===== config.mk =====
export PLATFORM = sky130hd
export DESIGN_NAME = grf_wb
export DESIGN_NICKNAME = d
export VERILOG_FILES = /design/src/rtl/grf_wb_pkg.sv /design/src/rtl/grf_wb_retire_tracker.sv /design/src/rtl/grf_wb.sv
export SDC_FILE = /design/constraint.sdc
export NUM_CORES = 2
export LEC_CHECK = 0
export CAP_MARGIN = 5
export CORE_MARGIN = 3
export CORE_UTILIZATION = 56
export DETAILED_ROUTE_END_ITERATION = 12
export MAX_ROUTING_LAYER = met4
export PLACE_DENSITY = 0.77
export SLEW_MARGIN = 40
export SYNTH_ARGS = -nofsm -noshare
export SYNTH_HDL_FRONTEND = slang
export SYNTH_HIERARCHICAL = 1
export SYNTH_SLANG_ARGS = --single-unit

===== constraint.sdc =====
create_clock -name clk -period 2.47 [get_ports clk]
set_input_delay 0.494 -clock clk [delete_from_list [all_inputs] [get_ports clk]]
set_output_delay 0.494 -clock clk [all_outputs]
set_load 0.05 [all_outputs]

===== src/rtl/grf_wb_pkg.sv =====
`default_nettype none
// ============================================================================
// Module   : grf_wb_pkg
// Purpose  : Shared constants for the write-back / register-file slice.
//            REG_ZERO   - index of the hard-wired zero register
//            BUBBLE_PC  - PC value that marks a pipeline bubble
//            *_DEF      - default widths for data, index and retire counter
// Revision : 1.0  initial release
// ============================================================================
package grf_wb_pkg;
    localparam int          DATA_W_DEF = 32;
    localparam int          ADDR_W_DEF = 5;
    localparam int          CNT_W_DEF  = 32;
    localparam logic [4:0]  REG_ZERO   = 5'd0;
    localparam logic [31:0] BUBBLE_PC  = 32'h0;
endpackage
`default_nettype wire


===== src/rtl/grf_wb_retire_tracker.sv =====
`default_nettype none
// ============================================================================
// Module   : retire_tracker
// Purpose  : Registered one-cycle retire trace and retired-instruction counter.
// Ports    : clk, reset (async, active-low)
//            RegWrite_W, WR_W, WD_W, PC_W  - write-back stage inputs
//            trace_valid/pc/reg/data       - trace of the write seen last edge
//            retire_cnt                    - count of non-bubble PCs, wraps
// Revision : 1.0  initial release
// ============================================================================
module retire_tracker
    import grf_wb_pkg::*;
#(
    parameter int DATA_W = DATA_W_DEF,
    parameter int ADDR_W = ADDR_W_DEF,
    parameter int CNT_W  = CNT_W_DEF
) (
    input  logic              clk,
    input  logic              reset,
    input  logic              RegWrite_W,
    input  logic [ADDR_W-1:0] WR_W,
    input  logic [DATA_W-1:0] WD_W,
    input  logic [31:0]       PC_W,
    output logic              trace_valid,
    output logic [31:0]       trace_pc,
    output logic [ADDR_W-1:0] trace_reg,
    output logic [DATA_W-1:0] trace_data,
    output logic [CNT_W-1:0]  retire_cnt
);

    logic              r_valid;
    logic [31:0]       r_pc;
    logic [ADDR_W-1:0] r_reg;
    logic [DATA_W-1:0] r_data;
    logic [CNT_W-1:0]  r_cnt;

    // Trace fields capture every enabled write, including writes to $0,
    // so the trace reflects what the pipeline attempted rather than what
    // the file actually stored.
    always_ff @(posedge clk or negedge reset) begin
        if (!reset) begin
            r_valid <= 1'b0;
            r_pc    <= '0;
            r_reg   <= '0;
            r_data  <= '0;
        end else begin
            r_valid <= RegWrite_W;
            if (RegWrite_W) begin
                r_pc   <= PC_W;
                r_reg  <= WR_W;
                r_data <= WD_W;
            end
        end
    end

    // Retirement is keyed on the PC, not the write enable, so stores and
    // branches count too. Natural overflow provides the wrap to zero.
    always_ff @(posedge clk or negedge reset) begin
        if (!reset) begin
            r_cnt <= '0;
        end else if (PC_W != BUBBLE_PC) begin
            r_cnt <= r_cnt + CNT_W'(1);
        end
    end

    assign trace_valid = r_valid;
    assign trace_pc    = r_pc;
    assign trace_reg   = r_reg;
    assign trace_data  = r_data;
    assign retire_cnt  = r_cnt;

endmodule
`default_nettype wire


===== src/rtl/grf_wb.sv =====
`default_nettype none
// ============================================================================
// Module   : grf_wb
// Purpose  : Write-back stage: general register file with write-first bypass
//            on both decode read ports, plus retire trace / counter.
// Ports    : clk, reset (async, active-low)
//            A1, A2 / RD1, RD2       - decode read ports (RDn combinational)
//            WD_W, WR_W, RegWrite_W  - write-back write port
//            PC_W                    - PC in write-back, 0 = bubble
//            trace_*, retire_cnt     - debug trace outputs
// Revision : 1.0  initial release
// ============================================================================
module grf_wb
    import grf_wb_pkg::*;
#(
    parameter int DATA_W = DATA_W_DEF,
    parameter int ADDR_W = ADDR_W_DEF,
    parameter int CNT_W  = CNT_W_DEF
) (
    input  logic              clk,
    input  logic              reset,
    input  logic [ADDR_W-1:0] A1,
    input  logic [ADDR_W-1:0] A2,
    output logic [DATA_W-1:0] RD1,
    output logic [DATA_W-1:0] RD2,
    input  logic [DATA_W-1:0] WD_W,
    input  logic [ADDR_W-1:0] WR_W,
    input  logic              RegWrite_W,
    input  logic [31:0]       PC_W,
    output logic              trace_valid,
    output logic [31:0]       trace_pc,
    output logic [ADDR_W-1:0] trace_reg,
    output logic [DATA_W-1:0] trace_data,
    output logic [CNT_W-1:0]  retire_cnt
);

    localparam int          NREGS = 2 ** ADDR_W;
    localparam logic [ADDR_W-1:0] ZERO_IDX = ADDR_W'(REG_ZERO);

    // Entry 0 exists only to keep indexing simple; it is reset and never
    // written, and reads of index 0 are forced to zero anyway.
    logic [DATA_W-1:0] r_regs [NREGS];

    logic w_wr_en;
    assign w_wr_en = RegWrite_W && (WR_W != ZERO_IDX);

    always_ff @(posedge clk or negedge reset) begin
        if (!reset) begin
            for (int i = 0; i < NREGS; i++) begin
                r_regs[i] <= '0;
            end
        end else if (w_wr_en) begin
            r_regs[WR_W] <= WD_W;
        end
    end

    // Write-first bypass: a write presented this cycle is visible to decode
    // immediately, so no separate forwarding path is needed from WB to ID.
    always_comb begin
        RD1 = r_regs[A1];
        if (A1 == ZERO_IDX) begin
            RD1 = '0;
        end else if (RegWrite_W && (WR_W == A1)) begin
            RD1 = WD_W;
        end
    end

    always_comb begin
        RD2 = r_regs[A2];
        if (A2 == ZERO_IDX) begin
            RD2 = '0;
        end else if (RegWrite_W && (WR_W == A2)) begin
            RD2 = WD_W;
        end
    end

    retire_tracker #(
        .DATA_W (DATA_W),
        .ADDR_W (ADDR_W),
        .CNT_W  (CNT_W)
    ) u_retire_tracker (
        .clk         (clk),
        .reset       (reset),
        .RegWrite_W  (RegWrite_W),
        .WR_W        (WR_W),
        .WD_W        (WD_W),
        .PC_W        (PC_W),
        .trace_valid (trace_valid),
        .trace_pc    (trace_pc),
        .trace_reg   (trace_reg),
        .trace_data  (trace_data),
        .retire_cnt  (retire_cnt)
    );

endmodule
`default_nettype wire


# --- Word level (Yosys, flattened, before mapping) ---
# Index checks and enable logic that the tools add are counted.
totals:
  regBits: 1126
  inputBits: 82
  word_cells: 68
classes:
  n_addsub: 1
  order_cmp: 4
  n_reduce_logical: 8
  bitwise: 3
  mux: 13
  n_eq_ne: 2
ops:
  columns: ["cell", "count"]
  rows:
  - ["1024-bit bitwise mux", 1]
  - ["32-bit binary-select mux with 5-bit select", 2]
  - ["32-bit 2-to-1 mux", 9]
  - ["32-bit demux with 5-bit select", 1]
  - ["32-bit by 1-bit adder with 32-bit output (second input constant)", 1]
  - ["32-bit nonzero test", 1]
  - ["6-bit greater-or-equal comparator (second input constant)", 3]
  - ["5-bit inverter with 6-bit output", 3]
  - ["5-bit equality test", 2]
  - ["5-bit zero test", 2]
  - ["6-bit by 1-bit less-than comparator with 1-bit output (second input constant)", 1]
  - ["5-bit nonzero test", 1]
  - ["1-bit logical AND", 4]

# --- Depth between registers and ports, before layout ---
depth:
  depth_word: 6
  depth_mapped: 11
  ltp_nobuf: 6

# --- Modules after synthesis ---
# The synthesis kept the hierarchy.
by_module_without_submodules:
  columns: ["module", "seq_area_each_um2", "cells_each", "area_per_inst_um2", "instances"]
  rows:
  - ["grf_wb", 25624.6, 3868, 55560.8, 1]
  - ["retire_tracker", 2552.4, 298, 4170.2, 1]

# --- Worst setup path after synthesis ---
# Ideal clock, no wire load.
synth_timing:
  path_type: "input-to-output"
  from: "input A1[2]"
  to: "output RD1[11]"
  t_arrival_ns: 2.864
  path_slack_ns: -0.888
  stages: 8
  path_buffers: 4
  path_cell_list: "buf_4 -> buf_2 -> buf_1 -> buf_4 -> o21ai_0 -> a211oi_1 -> a21oi_1 -> o21ai_0"
synth_via:
  elab_chain_len: 6
synth_lines:
  columns: ["item", "line_no", "rtl"]
  rows:
  - ["start, declared", "grf_wb.sv:22", "input logic [ADDR_W-1:0] A1,"]
  - ["5-bit inverter with 6-bit output (implied by the code)", "grf_wb.sv:60", "RD1 = r_regs[A1];"]
  - ["32-bit binary-select mux with 5-bit select", "grf_wb.sv:60", null]
  - ["32-bit 2-to-1 mux (implied by the code) (2 in a row)", "grf_wb.sv:60", null]
  - ["32-bit 2-to-1 mux", "grf_wb.sv:63", "end else if (RegWrite_W && (WR_W == A1)) begin"]
  - ["32-bit 2-to-1 mux *", "grf_wb.sv:61", "if (A1 == ZERO_IDX) begin"]
  - ["end, declared", "grf_wb.sv:24", "output logic [DATA_W-1:0] RD1,"]
# Every way passes the cells marked *; elsewhere a longest branch is shown, timed or not. The select of a mux whose other input is x is not followed.

# --- Worst setup path after layout ---
layout_timing:
  from: "register r_regs[530] (netlist bit)"
  to: "output RD1[18]"
layout_via:
  elab_chain_len: 5
layout_lines:
  columns: ["item", "line_no", "rtl"]
  rows:
  - ["start, declared", "grf_wb.sv:42", "logic [DATA_W-1:0] r_regs [NREGS];"]
  - ["start signal, assigned by index", "grf_wb.sv:50", "r_regs[i] <= '0;"]
  - ["start signal, assigned by index", "grf_wb.sv:53", "r_regs[WR_W] <= WD_W;"]
  - ["32-bit binary-select mux with 5-bit select", "grf_wb.sv:60", null]
  - ["32-bit 2-to-1 mux (implied by the code) (2 in a row)", "grf_wb.sv:60", null]
  - ["32-bit 2-to-1 mux", "grf_wb.sv:63", null]
  - ["32-bit 2-to-1 mux", "grf_wb.sv:61", null]
# Every way passes these cells. The select of a mux whose other input is x is not followed.

==> summary.txt <==
Max Clk Rate -> 0.307 GHz
Top FF cell, synth -> dfrtp_1
Post-synth cell types -> 70
Synth warn -> 6
Filler cells -> 6154
Clock sinks -> 1126
First-pass GRT wire length -> 314000 um
Hold Crit Depth -> 2
Syn_area_per_cell -> 14.3 um^2
#FFs+latches synth -> 1126
HP Start -> RegWrite_W
Reg-to-Reg End -> u_retire_tracker/retire_cnt[26]$_DFFE_PN0P_
Post-Route Setup TNS -> -36.16 ns
Worst Path Required -> 1.98 ns
IO Pins -> 248
1st-iter DRT viols -> 5723
CP Class -> flip-flop to output pin
GR Util All Layers -> 39.7%
Largest register FFs -> 1024
Antenna Violating Nets Remaining -> 0
Syn Inst Count -> 4166
Status -> finished with violations
VDD IR max -> 0.677 mV
Die height -> 333 um
Max FO, Critical Path -> 2
Remaining DRCs -> 0
Final Util -> 73.3%
Die span in x -> 333 um
Initial antenna violation count -> 13
Fin nets -> 5045
Max cap viols -> 0
Area Growth Syn to Fin -> 29.6%
CP arrival -> 2.76 ns
Leakage power -> 34.2 nW
Placed cell count -> 6095
Initial Util -> 56.6%
H-Tree Level Count -> 3
Clock slew at reported path FFs -> 0.06 ns
Vias in the first global route -> 46500
Fin worst setup slack -> -0.785 ns
Asr flop ratio synth -> 100%
Layout cell share with drive strength beyond 1 -> 58.6%
Maximum number of pins on one net before global-route repair -> 83
Grt ovf -> 0
CP Capture Type -> output pin
Top reg by flops -> r_regs
Final Hold Vio Count -> 0
Synth top area share -> 47.2%
Core Area -> 106000 um^2
GP Congestion -> 0.963
Fin cells -> 6457
Root Driver -> clkbuf_16
TritonCTS clock tree -> done
Hold EP -> u_retire_tracker/trace_valid$_DFF_PN0_
Number of CTS-inserted buffers -> 117
Worst Clk Skew -> 0.00578 ns
Area of the die -> 111000 um^2
Startpoint types -> flip-flop
Sequential-to-total area share from yosys stat -> 47.2%
Worst reg2reg path startpoint -> u_retire_tracker/retire_cnt[6]$_DFFE_PN0P_
Main area contributors after synthesis -> dfrtp_1 (47%), mux2_2 (21%), mux4_2 (15%), mux2i_1 (4.3%), clkbuf_1 (1.4%)
Commonest non-fill, non-tap cell in the layout -> dfrtp_1
Post-Syn Area -> 59700 um^2
Vias post-DR -> 45700
Register area -> 28200 um^2
Min-Delay Path Class -> input port to flip-flop
Final Cycle Share -> 132%
DR pass1 iterations -> 6
Via density -> 7.07
Final total power -> 0.0581 W
Register-to-register setup slack -> 0.73 ns
Commonest cells after routing, fill and taps aside -> dfrtp_1 (1126), mux2_2 (1098), buf_4 (621)
Worst-case clock buffer depth -> 3
RSZ-0062 raised after global routing -> yes
Slew headroom -> 54.0%
Pwr dens -> 751 nW/um^2
Min Tclk post-route -> 3.25 ns
Detail Placement HPWL -> 144000 um
Reg2Reg Depth -> 5
Max Transition Viols Final -> 0
Worst-skew pair later-pin latency -> 0.73 ns
Post-synth EDFFs -> 0
Net Count, Synth -> 4249
Failing checks -> negative setup slack
Core Rows -> 119
Slew at the pin closest to its max-slew limit -> 0.688 ns
WL/cell -> 33.9 um
# port buffers -> 247
Routed Wire Length -> 219000 um
Final-report setup violation count -> 64
Multi-input logic area -> 31100 um^2
Leading area contributor after synthesis -> dfrtp_1
power breakdown:
group,switching [W],internal (W)
sequential,0.00260,0.0218
combinational,0.00693,0.00845
clock,0.00781,0.0106
Yosys cell counts, drive strengths merged, types with 14 or more instances:
master,n
clkbuf,217
o22ai,45
nand2,60
nand3,33
a2111oi,14
a21oi,81
dfrtp,1126
mux2i,254
a221o,17
nor2b,50
mux2,1102
o21ai,79
a22oi,71
a221oi,29
a211oi,54
a31oi,28
buf,230
xor2,27
xnor2,14
nor4,20
nor3,24
mux4,392
nor2,69
how the worst max path moves through the flow:
stage / from / endpoint
4_1_cts: r_regs[389]$_DFFE_PN0P_ / RD2[5]
5_1_grt: r_regs[390]$_DFFE_PN0P_ / RD2[6]
6_report: r_regs[530]$_DFFE_PN0P_ / RD1[18]
2_1_floorplan: A2[0] / RD2[11]
3_5_place_dp: WR_W[4] / RD1[18]
3_3_place_gp: WR_W[4] / RD1[18]
critical path, cell delays in order, from the launching register on:
cell and delay, ns:
dfrtp_1 0.39, mux4_2 0.55, a22oi_2 0.30, a21oi_1 0.14
a211o_2 0.46, buf_8 0.20
routing by layer:
layer / routed length [um] / global-route usage (%)
met5: 0 / -
met4: 16500 / 24.2
met3: 27000 / 11.0
met2: 96900 / 56.7
met1: 78600 / 50.6
stage by stage:
step / hold slack, ns / setup slack (ns) / instance area (um^2)
6_report: 0.268 / -0.785 / 77400
5_1_grt: 0.279 / -0.814 / 77400
4_1_cts: 0.246 / -0.745 / 76200
3_5_place_dp: 0.383 / -1.18 / 70200
3_3_place_gp: 0.379 / -1.09 / 70200
2_1_floorplan: 0.198 / -0.233 / 60600
layout make-up:
| type | instances | share of cell area (%) |
|---|---|---|
| multi-input cells | 2580 | 40.2 |
| flip-flops and latches | 1126 | 36.4 |
| repair buffers | 1124 | 16.0 |
| clock buffers | 165 | 4.42 |
| well taps | 1391 | 2.25 |
| clock inverters | 49 | 0.718 |
| inverters | 13 | 0.0679 |
| diodes | 9 | 0.0291 |
logic make-up (layout without fill, tap and decap cells):
| logic type | after synthesis | after routing | share of synthesized area (%) |
|---|---|---|---|
| multiplexers | 1748 | 1748 | 39.8 |
| other | 0 | 9 | 0 |
| AO/OA/AOI/OAI | 476 | 476 | 5.54 |
| flip-flops | 1126 | 1126 | 47.2 |
| adder cells (fa/ha/maj) | 1 | 1 | 0.0209 |
| buffers and inverters | 460 | 1351 | 3.97 |
| AND/OR/NAND/NOR | 314 | 314 | 2.87 |
| XOR/XNOR | 41 | 41 | 0.601 |
timing repair:
item                                   4_1_cts  5_1_grt
hold buffers                                 1        0
gates cloned                                 8        8
setup endpoints to repair                   91       69
endpoints found under the hold margin       35        0
gates resized for setup                    330      151
pin swaps                                   80       65
setup buffers                               76       57
No activity file was read; power rests on OpenSTA's default activity.
